$ cat src/rtl/fpu.sv
// fpu: multi-cycle binary32 add/sub/mul/div with round-to-nearest-even.
// Subnormal inputs read as signed zero and subnormal results flush to signed zero.
module fpu #(
  parameter int unsigned PRECISION = 32
) (
  input  logic [PRECISION-1:0] A,
  input  logic [PRECISION-1:0] B,
  input  logic                 Clk,
  input  logic                 Reset,
  input  logic [1:0]           Operation,
  output logic [PRECISION-1:0] Result,
  output logic                 Done
);
  localparam int unsigned MW = 24;  // mantissa including hidden bit
  localparam int unsigned NW = 27;  // normalised mantissa + guard, round, sticky
  localparam int unsigned PW = 48;  // product / working register width
  localparam int unsigned RW = 26;  // divider remainder width
  localparam int unsigned EW = 11;  // signed working exponent
  localparam logic [31:0] QNAN = 32'h7FC0_0000;

  typedef enum logic [2:0] {S_IDLE, S_UNPACK, S_CALC, S_NORM, S_ROUND, S_DONE} state_t;

  state_t              state;
  logic [31:0]         a_r, b_r;
  logic [1:0]          op_r;
  logic                sa_r, sb_r, sign_r, zero_r;
  logic [7:0]          ea_r, eb_r;
  logic [MW-1:0]       ma_r, mb_r;
  logic [PW-1:0]       work_r;
  logic [RW-1:0]       rem_r;
  logic [4:0]          cnt_r;
  logic signed [EW-1:0] exp_r;
  logic [NW-1:0]       m_r;

  // Operand fields of the captured inputs; subtraction flips the sign of B
  logic [7:0]    ea, eb;
  logic [MW-1:0] ma, mb;
  logic          sa, sb, a_nan, b_nan, a_inf, b_inf, a_zero, b_zero;
  assign ea     = a_r[30:23];
  assign eb     = b_r[30:23];
  assign ma     = (ea == 8'd0) ? '0 : {1'b1, a_r[22:0]};
  assign mb     = (eb == 8'd0) ? '0 : {1'b1, b_r[22:0]};
  assign sa     = a_r[31];
  assign sb     = b_r[31] ^ (op_r == 2'b01);
  assign a_nan  = (ea == 8'hFF) && (a_r[22:0] != 23'd0);
  assign b_nan  = (eb == 8'hFF) && (b_r[22:0] != 23'd0);
  assign a_inf  = (ea == 8'hFF) && (a_r[22:0] == 23'd0);
  assign b_inf  = (eb == 8'hFF) && (b_r[22:0] == 23'd0);
  assign a_zero = (ea == 8'd0);
  assign b_zero = (eb == 8'd0);

  // Special operands that resolve without arithmetic
  logic        spec_hit, smd;
  logic [31:0] spec_res;
  always_comb begin
    spec_hit = 1'b1;
    spec_res = QNAN;
    smd      = a_r[31] ^ b_r[31];
    if (a_nan || b_nan) begin
      spec_res = QNAN;
    end else begin
      case (op_r)
        2'b10: begin
          if (a_inf || b_inf)        spec_res = (a_zero || b_zero) ? QNAN : {smd, 8'hFF, 23'd0};
          else if (a_zero || b_zero) spec_res = {smd, 31'd0};
          else                       spec_hit = 1'b0;
        end
        2'b11: begin
          if ((a_inf && b_inf) || (a_zero && b_zero)) spec_res = QNAN;
          else if (a_inf || b_zero)                   spec_res = {smd, 8'hFF, 23'd0};
          else if (b_inf || a_zero)                   spec_res = {smd, 31'd0};
          else                                        spec_hit = 1'b0;
        end
        default: begin
          if (a_inf && b_inf) spec_res = (sa == sb) ? {sa, 8'hFF, 23'd0} : QNAN;
          else if (a_inf)     spec_res = {sa, 8'hFF, 23'd0};
          else if (b_inf)     spec_res = {sb, 8'hFF, 23'd0};
          else                spec_hit = 1'b0;
        end
      endcase
    end
  end

  // Add/sub: align the smaller magnitude with sticky, then add or subtract
  logic          a_big, big_s, small_s;
  logic [7:0]    big_e, small_e, d;
  logic [MW-1:0] big_m, small_m;
  logic [NW-1:0] xs, sh;
  logic [NW:0]   sum;
  always_comb begin
    a_big   = (ea_r > eb_r) || ((ea_r == eb_r) && (ma_r >= mb_r));
    big_e   = a_big ? ea_r : eb_r;
    small_e = a_big ? eb_r : ea_r;
    big_m   = a_big ? ma_r : mb_r;
    small_m = a_big ? mb_r : ma_r;
    big_s   = a_big ? sa_r : sb_r;
    small_s = a_big ? sb_r : sa_r;
    d       = big_e - small_e;
    xs      = {small_m, 3'b000};
    if (d >= 8'd27) begin
      sh = {26'd0, |xs};
    end else begin
      sh    = xs >> d;
      sh[0] = sh[0] | (|(xs & ~({NW{1'b1}} << d)));
    end
    if (big_s == small_s) sum = {1'b0, big_m, 3'b000} + {1'b0, sh};
    else                  sum = {1'b0, big_m, 3'b000} - {1'b0, sh};
  end

  // Normalise to a leading one at bit NW-1
  logic [4:0]           lz;
  logic [NW-1:0]        norm_m;
  logic signed [EW-1:0] norm_e;
  logic                 norm_zero;
  always_comb begin
    lz        = '0;
    for (int i = 0; i < NW; i++) if (work_r[i]) lz = 5'(NW - 1 - i);
    norm_m    = '0;
    norm_e    = exp_r;
    norm_zero = 1'b0;
    case (op_r)
      2'b10: begin
        if (work_r[47]) begin
          norm_m = {work_r[47:22], |work_r[21:0]};
          norm_e = exp_r + 11'sd1;
        end else begin
          norm_m = {work_r[46:21], |work_r[20:0]};
        end
      end
      2'b11: begin
        if (work_r[25]) begin
          norm_m = {work_r[25:0], |rem_r};
        end else begin
          norm_m = {work_r[24:0], 1'b0, |rem_r};
          norm_e = exp_r - 11'sd1;
        end
      end
      default: begin
        if (work_r[27:0] == 28'd0) begin
          norm_zero = 1'b1;
        end else if (work_r[27]) begin
          norm_m = {work_r[27:2], |work_r[1:0]};
          norm_e = exp_r + 11'sd1;
        end else begin
          norm_m = work_r[26:0] << lz;
          norm_e = exp_r - $signed({6'd0, lz});
        end
      end
    endcase
  end

  // Round to nearest even, renormalise on carry, then range-check
  logic                 rnd_up;
  logic [MW:0]          mr;
  logic signed [EW-1:0] re;
  logic [22:0]          rfrac;
  logic [31:0]          rres;
  always_comb begin
    rnd_up = m_r[2] & (m_r[3] | m_r[1] | m_r[0]);
    mr     = {1'b0, m_r[26:3]} + 25'(rnd_up);
    re     = mr[24] ? exp_r + 11'sd1 : exp_r;
    rfrac  = mr[24] ? mr[23:1] : mr[22:0];
    if (zero_r || (re <= 11'sd0)) rres = {sign_r, 31'd0};
    else if (re >= 11'sd255)      rres = {sign_r, 8'hFF, 23'd0};
    else                          rres = {sign_r, re[7:0], rfrac};
  end

  always_ff @(posedge Clk or negedge Reset) begin
    if (!Reset) begin
      state  <= S_IDLE;
      a_r    <= '0;
      b_r    <= '0;
      op_r   <= '0;
      sa_r   <= 1'b0;
      sb_r   <= 1'b0;
      sign_r <= 1'b0;
      zero_r <= 1'b0;
      ea_r   <= '0;
      eb_r   <= '0;
      ma_r   <= '0;
      mb_r   <= '0;
      work_r <= '0;
      rem_r  <= '0;
      cnt_r  <= '0;
      exp_r  <= '0;
      m_r    <= '0;
      Result <= '0;
      Done   <= 1'b0;
    end else begin
      case (state)
        S_IDLE: begin
          a_r   <= A[31:0];
          b_r   <= B[31:0];
          op_r  <= Operation;
          state <= S_UNPACK;
        end
        S_UNPACK: begin
          if (spec_hit) begin
            Result <= PRECISION'(spec_res);
            Done   <= 1'b1;
            state  <= S_DONE;
          end else begin
            sa_r   <= sa;
            sb_r   <= sb;
            ea_r   <= ea;
            eb_r   <= eb;
            ma_r   <= ma;
            mb_r   <= mb;
            sign_r <= a_r[31] ^ b_r[31];
            work_r <= '0;
            rem_r  <= RW'(ma);
            cnt_r  <= '0;
            if (op_r == 2'b10)      exp_r <= 11'(ea) + 11'(eb) - 11'sd127;
            else if (op_r == 2'b11) exp_r <= 11'(ea) - 11'(eb) + 11'sd127;
            else                    exp_r <= '0;
            state  <= S_CALC;
          end
        end
        S_CALC: begin
          cnt_r <= cnt_r + 5'd1;
          case (op_r)
            2'b10: begin
              if (mb_r[cnt_r]) work_r <= work_r + (PW'(ma_r) << cnt_r);
              if (cnt_r == 5'd23) state <= S_NORM;
            end
            2'b11: begin
              if (rem_r >= RW'(mb_r)) begin
                rem_r  <= (rem_r - RW'(mb_r)) << 1;
                work_r <= {work_r[PW-2:0], 1'b1};
              end else begin
                rem_r  <= rem_r << 1;
                work_r <= {work_r[PW-2:0], 1'b0};
              end
              if (cnt_r == 5'd25) state <= S_NORM;
            end
            default: begin
              work_r <= PW'(sum);
              sign_r <= big_s;
              exp_r  <= $signed({3'd0, big_e});
              state  <= S_NORM;
            end
          endcase
        end
        S_NORM: begin
          m_r    <= norm_m;
          exp_r  <= norm_e;
          zero_r <= norm_zero;
          if (norm_zero) sign_r <= sa_r & sb_r;
          state  <= S_ROUND;
        end
        S_ROUND: begin
          Result <= PRECISION'(rres);
          Done   <= 1'b1;
          state  <= S_DONE;
        end
        default: state <= S_DONE;
      endcase
    end
  end
endmodule

$ cat config.mk
export PLATFORM = sky130hd
export DESIGN_NAME = fpu
export DESIGN_NICKNAME = d
export VERILOG_FILES = /design/src/rtl/fpu.sv
export SDC_FILE = /design/constraint.sdc
export NUM_CORES = 2
export LEC_CHECK = 0
export ABC_CLOCK_PERIOD_IN_PS = 12400
export BUFFER_PORTS_ARGS = -buffer_cell sky130_fd_sc_hd__buf_2
export CAP_MARGIN = 15
export CORE_ASPECT_RATIO = 1.25
export CORE_MARGIN = 5
export CORE_UTILIZATION = 38
export CTS_BUF_LIST = sky130_fd_sc_hd__clkbuf_4 sky130_fd_sc_hd__clkbuf_8
export CTS_CLUSTER_SIZE = 40
export DETAILED_ROUTE_END_ITERATION = 16
export PLACE_DENSITY = 0.63
export SYNTH_ARGS = -nofsm -noshare
export SYNTH_HDL_FRONTEND = slang
export SYNTH_SLANG_ARGS = --single-unit
$ cat constraint.sdc
create_clock -name Clk -period 12.4 [get_ports Clk]
set_input_delay 2.48 -clock Clk [delete_from_list [all_inputs] [get_ports Clk]]
set_output_delay 2.48 -clock Clk [all_outputs]
set_load 0.05 [all_outputs]
Word level (Yosys, flattened, before mapping)
Index checks and enable logic that the tools add are counted.
- register bits after elaboration: 287
- bits in latches: 0
- bits in writable memories: 0
- bits in read-only memories: 0
- input port bits: 68
- output and inout port bits: 33
- memories kept: 0
- add/subtract/negate cells: 14
- multipliers: 0
- div/mod/pow operators: 0
- $lt $le $gt $ge: 7
- equal/unequal tests: 25
- shifts and indexed selects: 4
- mux-type cells: 106
- bitwise gates (word level): 10
- reduce and logical (&&, ||, !) cells: 41
- operator list (kind ; count):
    $mux 32 ; 12
    $pmux 48 s2 ; 2
    $mux 5 ; 28
    $mux 27 ; 5
    $pmux 32 s2 ; 2
    $mux 11 ; 9
    $mux 24 ; 4
    $mux 48 ; 2
    $mux 26 ; 3
    $mux 31 ; 2
    $pmux 27 s2 ; 1
    $pmux 26 s2 ; 1
    $add 48x48->48 ; 1
    $shl 24x5->48 ; 1
    $logic_not 23->1 ; 2
    $reduce_bool 23->1 ; 2
    $pmux 11 s3 ; 1
    $add 27x27->28 ; 1
    $logic_not 28->1 ; 1
    $mux 28 ; 1
    $sub 27x27->28 ; 1
    $and 27x27->27 ; 1
    $not 27->27 ; 1
    $reduce_or 27->1 ; 1
    other kinds (63) ; 122

Longest topological paths before layout
- word-level depth: 32
- gate-level depth with buffers: 50

Worst setup path after synthesis
OpenSTA, ideal clock, no wires.
- path type: register to register
- start point: register ma_r[21]
- end point: register work_r[26]
- library setup time: 130 ps
- arrival: 8418 ps
- path slack: 3852 ps
- cell stages (with the launch flop): 45
- buffers on the path: 9
- period minus slack after synthesis: 8548 ps
- cell sequence: dfrtp_1 -> ha_1 -> nand4_1 -> nor4_1 -> o21ai_1 -> o2111ai_1 -> buf_4 -> nand2_2 -> buf_2 -> buf_2 -> buf_2 -> buf_2 -> buf_1 -> nor2_1 -> nor2_1 -> ha_1 -> or4_1 -> nand2_2 -> [... 9 more ...] -> nand2b_1 -> a21oi_1 -> o21ai_0 -> a21oi_1 -> o21ai_0 -> a21oi_1 -> o21ai_0 -> a21oi_1 -> o41a_1 -> a21oi_1 -> o41ai_1 -> o221ai_1 -> o31ai_1 -> a221oi_1 -> or4_1 -> and3_1 -> xnor2_1 -> o21ai_1
- longest elaborated chain between the ends: 15
- elaborated cells on any way between the ends: 28
- those cells by class: 4 x add/sub; 2 x order compare; 1 x eq/ne; 3 x shift; 11 x mux; 3 x bitwise; 4 x reduce/logical
- RTL lines (item ; line ; text):
    start: declaration ; 28 ; logic [MW-1:0] ma_r, mb_r;
    start signal: assignment ; 207 ; ma_r <= ma;
    $ge 24x24->1 ; 91 ; a_big = (ea_r > eb_r) || ((ea_r == eb_r) && (ma_r >= mb_r));
    $logic_and 1x1->1 ; 91 ;
    $logic_or 1x1->1 ; 91 ;
    $mux 8 (on tied branches) ; 92, 93 ;
    $sub 8x8->8 ; 98 ; d = big_e - small_e;
    $shl 27x8->27 ; 104 ; sh[0] = sh[0] | (|(xs & ~({NW{1'b1}} << d)));
    $not 27->27 ; 104 ;
    $and 27x27->27 ; 104 ;
    $reduce_or 27->1 ; 104 ;
    $or 1x1->1 ; 104 ;
    $mux 27 ; 100 ; if (d >= 8'd27) begin
    $sub 27x27->28 / $add 27x27->28 (equally long branches) ; 107, 106 ;
    $mux 28 ; 106 ; if (big_s == small_s) sum = {1'b0, big_m, 3'b000} + {1'b0, sh};
    $pmux 48 s2 (*) ; 221 ; case (op_r)
    $pmux 48 s2 (*) ; 190 ; case (state)
    end signal: assignment ; 223 ; if (mb_r[cnt_r]) work_r <= work_r + (PW'(ma_r) << cnt_r);
    end signal: assignment ; 229 ; work_r <= {work_r[PW-2:0], 1'b1};
    end signal: assignment ; 232 ; work_r <= {work_r[PW-2:0], 1'b0};
    end: declaration ; 29 ; logic [PW-1:0] work_r;
Mark *: on every way between the ends. The rest lies on a longest branch, timed or not. The select of a mux whose other input is x is not followed.
A chain may end at the register's enable or synchronous reset.

Final worst setup path
- start point: register ea_r[5]
- end point: register work_r[26]
- longest elaborated chain between the ends: 15
- elaborated cells on any way between the ends: 26
- those cells by class: 3 x add/sub; 2 x order compare; 2 x eq/ne; 2 x shift; 10 x mux; 3 x bitwise; 4 x reduce/logical
- RTL lines (item ; line ; text):
    start: declaration ; 27 ; logic [7:0] ea_r, eb_r;
    start signal: assignment ; 178 ; ea_r <= '0;
    start signal: assignment ; 205 ; ea_r <= ea;
    branches (longest 12 deep; another with $sub 27x27->28) ; - ;
    $mux 28 (*) ; 106 ;
    $pmux 48 s2 (*) ; 221 ;
    $pmux 48 s2 (*) ; 190 ;
Mark *: on every way between the ends.

==> qor.yml <==
r2r_cells: 35
wirelength_um: 108000
overflow: 0
dieArea_sq_um: 80500
ys_types: 98
crit_type: "reg -> reg"
dr.pass1.iters: 6
drtIter0Drc: 2562
arrival_ps: 9990
die-width_um: 255
synthTopCellsByArea: "dfrtp_1 (25%), ha_1 (8.4%), o21ai_0 (6.3%)"
antenna_found_initial: 3
setup_viol: 0
cp-end-kind: "flip-flop"
clk_latency_ps: 730
post_cts_buffers: 0
grt_pass1_vias: 27200
min_from: "Result[6]$_DFFE_PN0P_"
fill_cells: 7692
r2r-end: "work_r[26]$_DFFE_PN0P_"
min_period_over_period_pct: 76.2
drv_slew: 0
layout-drive-gt1-share_pct: 11.4
setup_tns_ps: 0
coreArea_sq_um: 74400
wl_per_cell_um: 23.2
min_to: "Result[6]$_DFFE_PN0P_"
ys_seq_elements: 287
r2r_slack_ps: 2950
synth_most_common_cell: "nand2_1"
drc: 0
syn_avg_cell_area_sq_um: 7.69
synth_top_area_cell: "dfrtp_1"
cts_resized: 0
area_growth_pct: 8.54
avgViaCountPerCell: 6.05
maxCapViolCount: 0
synth_edf_count: 0
synth_commonest_cells: "nand2_1 (475), o21ai_0 (358), nor2_1 (295)"
cp_num_buf_inv: 1
ys_async_sr_fraction_pct: 100
clk_path_buf_depth: 3
worstSetupStartpointType: "flip-flop"
path_common_cell: "a21oi_1"
hp-class: "reg -> reg"
ant_nets: 0
cp_slowest_stage_delay_ps: 940
grt_pass1_wl_um: 165000
yosys_warnings: 0
hold_viol: 0
skew_ps: 65.4
cp_slowest_cell: "ha_1"
route.vias.total: 28200
status: "finished clean"
dp_hpwl_um: 82900
critPathMaxFanout: 30
clkSinkCount: 287
yosysSeqAreaShare_pct: 25.2
rsz0062_at_grt: "false"
fmax_ghz: 0.106
cts_tree: "yes"
synth-main-ff-cell: "dfrtp_1"
io_pins: 101
cts-htree-levels: 2
die_h_um: 316
placement.io_buffers: 100
worstMarginPinSlew_ps: 1080
finalCriticalPeriod_ps: 9450
synthCells: 3698
place_congestion: 1.02
cts_root_buffer: "clkbuf_8"
required_ps: 12940
slew_headroom_pct: 27.9
clk_pin_slew_worst_paths_ps: 70
start_util_pct: 38.2
grt_max_degree: 147
nNetsFinal: 3921
postCtsHoldBufs: 0
cts_buffers: 54
rows: 112
grt_util_all_layers_pct: 26.0
yosys.area.top_type_share_pct: 25.2
syn_area_sq_um: 28500
worstReg2RegStart: "ea_r[5]$_DFFE_PN0P_"
cp_top_family: "compound AO/OA/AOI/OAI gates"
min_path_cells: 2
synth_fp_nets: 3964
[flip-flops by register name, summed over array words and instances (netlist names)]
signal / cells
op_r: 2
cnt_r: 5
b_r: 32
a_r: 32
ea_r: 8
m_r: 27
zero_r: 1
exp_r: 11
sa_r: 1
ma_r: 24
rem_r: 26
sb_r: 1
state: 3
Done: 1
work_r: 48
Result: 32
mb_r: 24
sign_r: 1
eb_r: 8
[metal layers]
metal	wire (um)	track usage, %	vias to the layer above
met3	6960	4.44	338
met1	42100	31.3	13500
met4	7860	15.4	2
met2	51100	43.5	1052
met5	20	0	-
li1	-	-	13300
[through the flow]
| step | cell area [sq um] | setup slack (ps) | util [%] | instances | hold slack [ps] |
|---|---|---|---|---|---|
| floorplan | 28500 | 3850 | - | 3698 | 451 |
| global placement | 29700 | 3220 | 39.9 | 4565 | 445 |
| detailed placement | 29700 | 3250 | 39.9 | 4565 | 447 |
| CTS | 30900 | 3140 | 41.5 | 4662 | 463 |
| global route | 30900 | 2200 | 41.5 | 4667 | 488 |
| finish | 30900 | 2950 | 41.5 | 4667 | 457 |
[worst max-delay path by stage]
stage,startpoint,to,slack (ps),depth (start not counted)
after floorplan,ma_r[21]$_DFFE_PN0P_,work_r[26]$_DFFE_PN0P_,3850,44
after detailed placement,ea_r[5]$_DFFE_PN0P_,work_r[26]$_DFFE_PN0P_,3250,35
after CTS,ea_r[5]$_DFFE_PN0P_,work_r[26]$_DFFE_PN0P_,3140,35
after global routing,ea_r[5]$_DFFE_PN0P_,work_r[26]$_DFFE_PN0P_,2200,35
final,ea_r[5]$_DFFE_PN0P_,work_r[26]$_DFFE_PN0P_,2950,35
after global placement,ea_r[5]$_DFFE_PN0P_,work_r[26]$_DFFE_PN0P_,3220,35
[kinds of logic (layout without fill, tap and decap cells)]
group                      Yosys count  count (layout)  synth area share [%]
and+or+nand+nor                   1245            1245                  20.0
AOI/OAI and AO/OA                 1152            1152                  25.5
buffers and inverters              425             423                  5.77
DFF                                287             287                  25.2
muxes                              250             250                  10.2
adders and majority gates          199             199                  8.90
xor gates and xnor gates           140             140                  4.31
other                                0               2                     0
[layout make-up]
class | instances | area (sq um) | area share (%)
multi-input cells | 2986 | 19700 | 63.8
clock buffers | 86 | 1060 | 3.45
clock inverters | 11 | 134 | 0.433
repair buffers | 158 | 956 | 3.10
well taps | 969 | 1210 | 3.93
inverters | 168 | 631 | 2.04
flip-flops and latches | 287 | 7190 | 23.3
diodes | 2 | 5.00 | 0.0162
[worst reg2reg max path: cells and delay by family (launching register included)]
kind / cells / cell delay (ps)
buf+inv: 1 / 470
flops: 1 / 450
xor+xnor: 1 / 130
compound gates: 18 / 3770
simple gates: 12 / 2520
fa+ha+maj: 3 / 1900
[layout by cell type, fill, tap and decap left out, drive strengths merged, types with 38 or more instances in the layout]
cell type  Yosys  routed
a211oi        65      65
a21o          50      50
a21oi        294     294
a31oi         40      40
and3          39      39
buf           54     156
clkbuf       203      88
dfrtp        287     287
ha           192     192
inv          161     163
mux2          92      92
mux2i        135     135
nand2        477     477
nand2b        38      38
nand3        123     123
nor2         297     297
nor2b         41      41
nor3          80      80
nor4          42      42
o21ai        367     367
xnor2         88      88
xor2          52      52
Power is not shown: default switching activity piles up to over one toggle a cycle in this logic, so the estimate is an artifact.
